[src/rtl/csr_inst_queue.sv]
// CSR instruction queue: write side of a gray-pointer CDC queue.
// Dispatch writes entries here, and CSR issue reads the flattened entries in its own clock domain.
module csr_inst_queue #(
  parameter int unsigned DEPTH = 16,
  parameter int unsigned IW    = 113,
  parameter int unsigned SYNC  = 2
) (
  input  logic                      clk,
  input  logic                      rstn,
  input  logic                      i_valid,
  output logic                      o_ready,
  input  logic [IW-1:0]             i_inst,
  input  logic                      i_flush,
  input  logic [$clog2(DEPTH):0]    i_rd_gray,
  output logic [DEPTH*IW-1:0]       o_entries,
  output logic [$clog2(DEPTH):0]    o_wr_gray,
  output logic                      o_full,
  output logic [$clog2(DEPTH):0]    o_count,
  output logic                      o_overflow
);

  localparam int unsigned AW = $clog2(DEPTH);
  localparam int unsigned PW = AW + 1;

  logic [PW-1:0] r_wr_bin;
  logic [PW-1:0] r_wr_gray;
  logic [PW-1:0] r_sync [SYNC];
  logic [IW-1:0] r_mem  [DEPTH];
  logic          r_overflow;

  logic [PW-1:0] w_rd_gray_s;
  logic [PW-1:0] w_rd_bin_s;
  logic [PW-1:0] w_wr_bin_nxt;
  logic          w_full;
  logic          w_handshake;

  function automatic logic [PW-1:0] bin2gray(input logic [PW-1:0] b);
    return b ^ (b >> 1);
  endfunction

  // Each binary bit is the XOR of all gray bits at or above it.
  function automatic logic [PW-1:0] gray2bin(input logic [PW-1:0] g);
    logic [PW-1:0] b;
    b = '0;
    for (int i = 0; i < PW; i++) begin
      b[i] = ^(g >> i);
    end
    return b;
  endfunction

  // Decode the synchronized read pointer and derive flags and handshake.
  always_comb begin
    w_rd_gray_s  = r_sync[SYNC-1];
    w_rd_bin_s   = gray2bin(w_rd_gray_s);
    w_wr_bin_nxt = r_wr_bin + PW'(1);
    w_full       = (r_wr_gray == {~w_rd_gray_s[PW-1:PW-2], w_rd_gray_s[PW-3:0]});
    w_handshake  = i_valid & ~w_full & ~i_flush;
  end

  // Write pointer in binary and gray. A flush rewinds it to the consumer position.
  always_ff @(posedge clk or negedge rstn) begin
    if (!rstn) begin
      r_wr_bin  <= '0;
      r_wr_gray <= '0;
    end else if (i_flush) begin
      r_wr_bin  <= w_rd_bin_s;
      r_wr_gray <= bin2gray(w_rd_bin_s);
    end else if (w_handshake) begin
      r_wr_bin  <= w_wr_bin_nxt;
      r_wr_gray <= bin2gray(w_wr_bin_nxt);
    end
  end

  // Read-pointer synchronizer chain from the CSR issue domain.
  always_ff @(posedge clk or negedge rstn) begin
    if (!rstn) begin
      for (int i = 0; i < SYNC; i++) r_sync[i] <= '0;
    end else begin
      r_sync[0] <= i_rd_gray;
      for (int i = 1; i < SYNC; i++) r_sync[i] <= r_sync[i-1];
    end
  end

  // Entry storage. The entry is written on the same edge that advances the gray pointer.
  always_ff @(posedge clk or negedge rstn) begin
    if (!rstn) begin
      for (int k = 0; k < DEPTH; k++) r_mem[k] <= '0;
    end else if (w_handshake) begin
      r_mem[r_wr_bin[AW-1:0]] <= i_inst;
    end
  end

  // Sticky overflow flag: dispatch offered an instruction while the queue was full.
  always_ff @(posedge clk or negedge rstn) begin
    if (!rstn) begin
      r_overflow <= 1'b0;
    end else if (i_valid && w_full) begin
      r_overflow <= 1'b1;
    end
  end

  // Flatten the entries and drive the status outputs.
  always_comb begin
    for (int k = 0; k < DEPTH; k++) begin
      o_entries[k*IW +: IW] = r_mem[k];
    end
    o_wr_gray  = r_wr_gray;
    o_full     = w_full;
    o_count    = r_wr_bin - w_rd_bin_s;
    o_ready    = ~w_full & ~i_flush;
    o_overflow = r_overflow;
  end

endmodule

[config.mk]
export PLATFORM = sky130hd
export DESIGN_NAME = csr_inst_queue
export DESIGN_NICKNAME = d
export VERILOG_FILES = /design/src/rtl/csr_inst_queue.sv
export SDC_FILE = /design/constraint.sdc
export NUM_CORES = 2
export LEC_CHECK = 0
export ABC_AREA = 1
export BUFFER_PORTS_ARGS = -buffer_cell sky130_fd_sc_hd__buf_2
export CORE_AREA = 2 2 747 749
export DETAILED_ROUTE_END_ITERATION = 8
export DIE_AREA = 0 0 749 751
export GPL_ROUTABILITY_DRIVEN = 0
export PLACE_DENSITY = 0.38
export SLEW_MARGIN = 10
export SYNTH_ARGS = -nofsm -noshare
export SYNTH_HDL_FRONTEND = slang
export SYNTH_SLANG_ARGS = --single-unit
[constraint.sdc]
create_clock -name clk -period 3.2 [get_ports clk]
set_input_delay 0.64 -clock clk [delete_from_list [all_inputs] [get_ports clk]]
set_output_delay 0.64 -clock clk [all_outputs]
set_load 0.01 [all_outputs]
==> results <==
- In the final routed layout, each cell accounts on average for between 20 and 30 um.
- Summed over all nets, the half-perimeter wirelength after detailed placement is 340 mm.
- Walking the worst path, the cells encountered are inv_2 -> nand2_2 -> nand2_4 -> nand2_2 -> nand3_1 -> nand2_2 -> ha_4 -> inv_2 -> fa_2 -> nand3_2 -> nand2_4 -> xor2_4 -> buf_6.
- The critical path buffer and inverter count is 3.
- The library cells used most frequently in the layout, excluding fill and tap cells, are nand2_1, buf_2, dfrtp_1.
- The cell family contributing the most delay on the critical path is simple AND/OR/NAND/NOR gates.
- The worst register-to-register path begins at r_wr_bin[0].
- Ranked by total cell area, the synthesized netlist is headed by dfrtp_1, nand2_1, nand4_1.
- During synthesis, Yosys emitted a total of 0 warnings.
- The largest individual stage delay along the critical path comes from the cell dfrtp_1.
- Data on the critical path is required at its endpoint by 2.56 ns.
- TritonCTS built the clock tree.
- The data arrival time of the critical path is 2.83 ns.
- The number of antenna violations at the first check in global routing is 65.
- Counting cells, the worst reg-to-reg path comes to 7.
- The largest net degree at the start of global routing is about 150.
- The transition time at the pin with the least slew margin is 1.23 ns.
- Once the floorplan was initialized, standard cells occupied approximately 14% of the core.
- The fraction of synthesized cell area taken by the top area cell type is 60.0%.
- The slack of the critical path is -0.267 ns.
- The startpoint of the most critical hold path is i_valid.
- The number of pins with negative max-slew slack in the final report is 0.
- The worst hold path terminates at o_overflow.
- The cell count after synthesis came out at 8462.
- The setup check on the worst reg-to-reg path leaves a slack of 0.31 ns.
- The count of maximum capacitance violations is 0.
- In this run the static leakage power is around 55 nW.
- The cell area after technology mapping is 76200 um^2.
- After synthesis, the netlist uses 26 different library cells.
- The via count of the first global-routing pass was 71052.
- The port buffer count is ~1900.
- Based on the critical path, the design can be clocked at up to 288 MHz.
- For this run, the total global-route usage over all layers was measured as 16.9%.
- In this run the mean area of a mapped cell was ~9.0 um^2.
- The detailed router finished its first iteration with roughly 7700 violations.
- The vertical die dimension is 751 um.
- The number of H-tree levels is 4.
- OpenSTA, run right after detailed placement, puts the worst setup slack at 0.262 ns.
- Excluding fillers, the count of instances in the completed layout stands at 17579.
- The final worst hold slack is between 0.15 and 0.2 ns.
- The number of hold-slack violations in the final timing report came to 0.
- The number of nets with antenna violations after routing is 0.
- The share of the clock period used by the worst path after layout is 108%.
- In this run the clock root is driven by a clkbuf_16.
- Global routing finished with a remaining overflow of 0.
- The clock buffer count from CTS is roughly 230.
- The worst setup path is launched from a flip-flop.
- The overall routed net length is 501 mm.
- VDD sags by at most around 480 uV.
- Dividing the detail-routed via count by the number of cells gives 4.17.
- The checks that failed: negative setup slack.
- The tightest min-delay check is of the in -> reg type.
- The hold path depth is 3.
- The endpoint identified for the worst register-to-register timing path is o_entries[291].
- The count of state elements after synthesis is 1828.
- The DRC violations left is 0.
- The type of the worst setup path is reg -> out.
- The worst max-slew margin expressed relative to the limit is between 10% and 20%.
- The number of nets in the synthesized netlist is 8593.
- The worst-path maximum fanout is 4.
- The minimum clock period after layout is 3.47 ns.
- The pre-antenna-repair detailed-routing pass consisted of 6 iterations.
- The fraction of final layout cells with drive strength greater than 1 is 27.1%.
- The library cell used most frequently in the layout, excluding fill and tap cells, is nand2_1.
- The floorplan step defined a die boundary enclosing 562000 um^2.
- The number of endpoints failing setup at the final stage is 4.
- The most prevalent standard cell on the critical path is nand2_2.
- The horizontal die dimension is 749 um.
- Once placement completed, the tool counted placed cells totaling approximately 17000.
- The core region is 555000 um^2.
- The sequential fraction of the synthesis area is 60.0%.
- The worst clock skew is 0.0634 ns.
- Clock-pin slew was measured on the worst setup and hold paths at approximately 0.060 ns.
- The delay of the slowest critical-path stage is 0.43 ns.
- The number of sinks on the clock net is 1828.
- The insertion delay to the later sink of the worst-skew pair is 0.96 ns.
- The cell accounting for the most synthesized area is dfrtp_1.
- In this run the core area contains 274 standard-cell rows.
- From synthesis to final layout, the design area changed by 35.8%.
- The clock passes through at most 4 buffers.
- The power per standard cell area is 978 nW/um^2.
- Pin placement for this block handled 1943 I/O pins.
- The number of vias in the routed layout is 73348.
- Setup repair after global routing could not meet its margin everywhere.
- The first global-routing pass estimated 664 mm of wire.
- The run finished, with violations left.
- After the last flow step, the layout net total stands at 10163.
- The critical path endpoint category is a primary output.
[tightest hold or removal path: cells and delay by family]
kind                   cells  cell delay [ns]
AO/OA/AOI/OAI              1             0.16
buffers and inverters      2             0.23
[sequential cells by signal (all words and copies together) (netlist names)]
signal,count
o_entries,1808
o_overflow,1
o_wr_gray,4
r_sync,5
r_wr_bin,5
w_rd_gray_s,5
[area by class of cell]
class,count,area [um^2]
Fill cell,62203,451000
Inverter,25,101
Sequential cell,1828,45700
Timing Repair Buffer,2358,14400
Tap cell,7314,9150
Clock inverter,79,1090
Antenna cell,46,115
Multi-Input combinational cell,5588,26100
Clock buffer,341,6760
[Yosys cell counts]
cell      number
inv_1         20
ha_1           8
nor2_8         1
fa_1           1
buf_6          5
buf_2        331
clkbuf_1     423
o21bai_1       1
buf_4         51
o21ai_1        5
nor2_2        12
xnor2_1        3
xor2_1         8
o21ai_0        7
nor2_1         8
nand3_1       13
buf_1        211
clkinv_1       1
nand4_1     1817
nor2_4         1
nand2_1     3692
inv_2          4
a21oi_1        2
nand2_2        1
nand4_4        8
dfrtp_1     1828
[routing by layer]
metal / global-route usage, % / vias to the layer above / part of all wire [%]
li1: - / 31762 / -
met1: 20.9 / 37397 / 40
met2: 27.5 / 3473 / 47
met3: 4.59 / 712 / 8.3
met4: 7.58 / 4 / 4.9
met5: 0 / - / 0.0050
[cells by family after synthesis]
group | count (synthesis) | share of synthesized area [%]
and+or+nand+nor | 5553 | 33.6
DFF | 1828 | 60.0
buffers and inverters | 1046 | 6.00
AOI/OAI and AO/OA | 15 | 0.102
xor gates and xnor gates | 11 | 0.126
adders and majority gates | 9 | 0.158
[timing repair]
action,4_1_cts,5_1_grt
hold buffers,8,0
buffers inserted,6,1
pin swaps,7,7
endpoints found under the setup margin,4,4
hold endpoints to repair,24,0
gates resized for setup,23,16
[worst max path at each step]
| stage | from | to | slack (ns) | depth (start not counted) |
|---|---|---|---|---|
| 3_5_place_dp | w_rd_gray_s[3] | o_count[4] | 0.26 | 13 |
| 4_1_cts | w_rd_gray_s[3] | o_count[4] | -0.46 | 13 |
| 3_3_place_gp | w_rd_gray_s[2] | o_count[4] | 0.24 | 13 |
| 2_1_floorplan | w_rd_gray_s[2] | o_count[4] | 0.81 | 12 |
| 5_1_grt | w_rd_gray_s[3] | o_count[4] | -0.49 | 12 |
| 6_report | w_rd_gray_s[3] | o_count[4] | -0.27 | 13 |
[report_power, final]
group	internal, W	leakage [nW]	total, W	switching, W
Sequential	0.0329	23.8	0.0391	0.00622
Combinational	0.0117	27.3	0.0344	0.0227
Clock	0.0161	3.84	0.0277	0.0116
Total	0.0606	55.0	0.101	0.0405
[per-stage QoR]
stage	instance area (um^2)	utilization, %	power, W	TNS (ns)
floorplan	76200	-	0.0528	0
global placement	95200	17.2	0.0734	0
detailed placement	95200	17.2	0.0736	0
CTS	103000	18.6	0.102	-1.50
global route	103000	18.6	0.107	-1.59
finish	103000	18.7	0.101	-0.739
No activity file was read; power rests on OpenSTA's default activity.
